`src/rtl/alu_result_fifo.sv`:
```
// alu_result_fifo: small FWFT FIFO buffering signed ALU results.
// The ALU ignore code is dropped on accept. Two saturating 8-bit counters track
// stored boundary results and dropped ignore codes.
module alu_result_fifo #(
  parameter int DATA_WIDTH = 6,
  parameter int DEPTH      = 4,
  parameter int IGN_CODE   = -32,
  parameter int POS_LIM    = 30,
  parameter int NEG_LIM    = -30
) (
  input  logic                                clk,
  input  logic                                rst,
  input  logic                                clr,
  input  logic                                in_valid,
  input  logic signed [DATA_WIDTH-1:0]        in_data,
  output logic                                in_ready,
  output logic                                out_valid,
  output logic signed [DATA_WIDTH-1:0]        out_data,
  input  logic                                out_ready,
  output logic        [$clog2(DEPTH):0]       count,
  output logic                                full,
  output logic                                empty,
  output logic        [7:0]                   sat_count,
  output logic        [7:0]                   ign_count
);

  localparam int AW = $clog2(DEPTH);
  localparam int CW = AW + 1;

  localparam logic signed [DATA_WIDTH-1:0] IGN_V = IGN_CODE[DATA_WIDTH-1:0];
  localparam logic signed [DATA_WIDTH-1:0] POS_V = POS_LIM[DATA_WIDTH-1:0];
  localparam logic signed [DATA_WIDTH-1:0] NEG_V = NEG_LIM[DATA_WIDTH-1:0];
  localparam logic        [CW-1:0]         FULL_CNT = CW'(DEPTH);

  // Event counters stick at their maximum instead of wrapping.
  function automatic logic [7:0] sat_inc(input logic [7:0] v);
    return (v == 8'hFF) ? v : v + 8'd1;
  endfunction

  logic signed [DATA_WIDTH-1:0] mem [DEPTH];
  logic        [AW-1:0]         rd_ptr;
  logic        [AW-1:0]         wr_ptr;

  logic accept;
  logic is_ign;
  logic is_lim;
  logic store;
  logic pop;

  assign full      = (count == FULL_CNT);
  assign empty     = (count == '0);
  assign in_ready  = !full;
  assign out_valid = !empty;
  assign out_data  = out_valid ? mem[rd_ptr] : '0;

  assign accept = in_valid && in_ready;
  assign is_ign = (in_data == IGN_V);
  assign is_lim = (in_data == POS_V) || (in_data == NEG_V);
  assign store  = accept && !is_ign;
  assign pop    = out_valid && out_ready;

  // Pointer, occupancy and event counter control; clr overrides every other event.
  always_ff @(posedge clk or posedge rst) begin
    if (rst) begin
      rd_ptr    <= '0;
      wr_ptr    <= '0;
      count     <= '0;
      sat_count <= '0;
      ign_count <= '0;
    end else if (clr) begin
      rd_ptr    <= '0;
      wr_ptr    <= '0;
      count     <= '0;
      sat_count <= '0;
      ign_count <= '0;
    end else begin
      if (store) begin
        wr_ptr <= wr_ptr + 1'b1;
      end
      if (pop) begin
        rd_ptr <= rd_ptr + 1'b1;
      end
      if (store && !pop) begin
        count <= count + 1'b1;
      end else if (pop && !store) begin
        count <= count - 1'b1;
      end
      if (store && is_lim) begin
        sat_count <= sat_inc(sat_count);
      end
      if (accept && is_ign) begin
        ign_count <= sat_inc(ign_count);
      end
    end
  end

  // Storage array; data is not reset, only the pointers define what is valid.
  always_ff @(posedge clk) begin
    if (store && !clr) begin
      mem[wr_ptr] <= in_data;
    end
  end

endmodule

```
`config.mk`:
```
export PLATFORM = sky130hd
export DESIGN_NAME = alu_result_fifo
export DESIGN_NICKNAME = d
export VERILOG_FILES = /design/src/rtl/alu_result_fifo.sv
export SDC_FILE = /design/constraint.sdc
export NUM_CORES = 1
export LEC_CHECK = 0
export CAP_MARGIN = 20
export CORE_UTILIZATION = 35
export CTS_CLUSTER_DIAMETER = 50
export DETAILED_ROUTE_END_ITERATION = 7
export GPL_TIMING_DRIVEN = 0
export SLEW_MARGIN = 20
export SYNTH_ARGS = -nofsm -noshare
export SYNTH_HDL_FRONTEND = slang
export SYNTH_SLANG_ARGS = --single-unit
```
`constraint.sdc`:
```
create_clock -name clk -period 5.43 [get_ports clk]
set_clock_uncertainty 0.15 [all_clocks]
set_input_delay 1.086 -clock clk [delete_from_list [all_inputs] [get_ports clk]]
set_output_delay 1.086 -clock clk [all_outputs]
set_load 0.03 [all_outputs]
```
==> summary.md, run 1 <==
| Metric | Value |
|---|---|
| Max Cap Viol | `0` |
| Static leakage | `1.10 nW` |
| Synth Area in XOR/XNOR | `1.76%` |
| Max Fanout on Critical Path | `8` |
| Worst hold path class | `flop to flop` |
| Grt ovf | `0` |
| I/O pins | `40` |
| CTS hold repair buffers | `0` |
| TritonCTS clock tree | `built` |
| CTS Buf Count | `5` |
| Post-CTS Setup Inserts | `0` |
| Residual DRC | `0` |
| Share of layout cells above drive strength 1 | `12.4%` |
| Switching Share | `34.4%` |
| Synth warn | `0` |
| Fmax | `271 MHz` |
| WP data arrival | `about 2500 ps` |
| Commonest non-fill, non-tap cell in the layout | `clkdlybuf4s50_1` |
| P per Cell Area | `333 nW/um^2` |
| Critical path class | `flop to output port` |
| Initial antenna violation count | `0` |
| I/O Buffers | `39` |
| Mapped Cells | `203` |
| Place WS | `1670 ps` |
| Status | `completed` |
| Clk slew on worst S/H paths | `90 ps` |
| Overall Global Routing Usage | `~15%` |
| Top routing layer in use | `met4` |
| Width of the die | `85.2 um` |
| Tcrit/Tclk final | `between 60% and 70%` |
| Longest Clk Path Bufs | `2` |
| Clk Latency, worst-skew pair | `300 ps` |
| Adder and majority cell fraction of the synthesized area | `3.92%` |
| DRT Pass-1 Iters | `4` |
| # setup viols final | `0` |
| Vias in the first global route | `between 1500 and 2000` |
| Combinational power share | `37.3%` |
| RSZ-0062 raised after global routing | `false` |
| Sequential share of the synthesized area | `around 53%` |
| Post-layout min period | `3690 ps` |
| CP Launch Type | `flop` |
| Initial core utilization | `37.1%` |
| Post-synth EDFFs | `24` |
| Switching pwr | `approximately 0.00035 W` |
| Design area | `between 3000 and 4000 um^2` |
| Die ar. | `7260 um^2` |
| Post-synthesis mux area share | `9.14%` |
| First-pass GRT wire length | `8.42 mm` |
| Req. time, crit path | `4190 ps` |
| Via Count | `1738` |
| Worst-Margin Slew | `872 ps` |
| Fin worst setup slack | `1740 ps` |
| Clock sink count | `between 40 and 50` |
| Internal power | `between 0.0006 and 0.0007 W` |
| Post-synthesis compound-gate area fraction | `8.52%` |
| Chip height | `85.2 um` |
| Met1 WL | `roughly 2.4 mm` |
| Max_slew headroom | `approximately two fifths` |
| Synth unique cells | `48` |
| Post-DP Area | `2910 um^2` |
| Avg Synthesized Cell Area | `between 10 and 15 um^2` |
| Final core occ | `46.1%` |
| DR vias/cell | `between 5 and 6` |
| Routed WL per cell | `15.2 um` |
| DR iter-0 viols | `110` |
| Clock power share | `21.1%` |
| P&R area growth vs syn | `24.4%` |
| Sum of negative setup slack | `0 ps` |
| Largest family of logic cells by synthesized area | `simple AND/OR/NAND/NOR gates` |
| Mapped Nets | `~220` |
| Detail Placement HPWL | `3.53 mm` |
| Met3 wire len | `192 um` |
| Simple-gate share of the synthesized area | `18.8%` |
| Core footprint | `~6500 um^2` |
| Share of flip-flops with an asynchronous set or reset | `48.9%` |
| Final slew viol count | `0` |
| Routability cong. | `0.773` |
| Peak VDD IR | `0.000127 V` |
| Mapped cell area | `around 2400 um^2` |
| Clk root buf | `clkbuf_8` |
| WL final | `between 4 and 5 mm` |
| Post-route ant nets | `0` |
| Nets | `between 200 and 300` |
| Crit path capture type | `output port` |
| Total Power Consumption | `0.00100 W` |
| Resized Gates After CTS | `0` |
| Antenna Diode Count | `0` |
| Final Hold Vio Count | `0` |
| Register bit total from synthesis | `47` |
| # rows | `29` |
| Largest net degree at the start of global routing | `24` |
| Top_reg_cell synth | `edfxtp_1` |
| Seq pwr share | `between 40% and 50%` |
| Wire length on met2 | `2.32 mm` |
| H-tree depth | `2` |
| Most frequent cells in the layout | `clkdlybuf4s50_1, edfxtp_1, dfrtp_1, nor2_1, inv_1` |
[synthesized netlist by cell type (all sizes together) (6+ instances only)]
cell	number	share of area, %
nand2	8	1.2
nor2	20	3.1
inv	13	2.0
nor2b	11	2.8
dfrtp	23	24
ha	6	3.1
edfxtp	24	30
mux4	6	5.6
nand3	6	1.2
a21oi	11	2.3
[cells by family after synthesis]
group | count (synthesis)
flops | 47
fa+ha+maj | 7
simple gates | 78
buf+inv | 22
xor+xnor | 4
compound gates | 31
mux | 14
[final timing paths]
check	from	to	slack, ps	cells past startpoint
max	rd_ptr[0]	out_data[0]	1740	4
min	sat_count[6]	sat_count[6]	380	1
max reg2reg	count[2]	count[2]	2760	9
min reg2reg	sat_count[6]	sat_count[6]	380	1
max in group asynchronous	rst	wr_ptr[1]	3710	3
min in group asynchronous	rst	ign_count[0]	950	2
[flip-flops by register name, indices dropped and copies added, names as in the netlist]
name,flops
wr_ptr,2
mem,24
count,3
rd_ptr,2
sat_count,8
ign_count,8
[power groups by stage]
stage                     sequential [W]  clock (W)  combinational, W
after global routing            0.000422   0.000233          0.000406
after floorplan                 0.000437          0          0.000238
after CTS                       0.000419   0.000219          0.000379
after detailed placement        0.000426          0          0.000378
final                           0.000418   0.000212          0.000374
after global placement          0.000425          0          0.000375
[critical path: stages (launching register included)]
cell and delay [ps]:
dfrtp_1 330, clkbuf_1 470, mux4_2 590, nor2b_1 140
clkdlybuf4s50_1 630
[metal layers]
layer  vias to the layer above  track usage [%]
li1                        855                -
met4                         0             4.62
met2                        35             24.5
met1                       844             20.5
met3                         4             2.92
met5                         -                0
[metrics by stage]
step | std cells | hold slack, ps
after floorplan | 203 | 392
after global placement | 319 | 370
after detailed placement | 319 | 372
after CTS | 327 | 385
after global routing | 328 | 412
final | 328 | 383
[area by class of cell]
cell class | count | area (um^2)
fillers | 634 | 3520
flip-flops and latches | 47 | 1300
multi-input cells | 134 | 1020
repair buffers | 40 | 405
well taps | 77 | 96.3
clock buffers | 5 | 68.8
plain buffers | 9 | 57.6
inverters | 13 | 48.8
clock inverters | 3 | 20.0
(Power assumes the default switching activity.)
==> inputs of run 2 (changes only) <==
==> constraint.sdc (replaced) <==
create_clock -name clk -period 3.8 [get_ports clk]
set_clock_uncertainty 0.15 [all_clocks]
set_input_delay 0.76 -clock clk [delete_from_list [all_inputs] [get_ports clk]]
set_output_delay 0.76 -clock clk [all_outputs]
set_load 0.03 [all_outputs]
==> results of run 2 <==
Same layout as run 1 (identical final DEF). Status: completed.
Main changes from that run: setup slack after placement 1670 ps -> 367 ps; setup slack after layout 1740 ps -> 431 ps; register-to-register setup slack 2760 ps -> 1130 ps; total power 0.00100 W -> 0.00144 W; worst IR drop on VDD 0.000127 V -> 0.000181 V
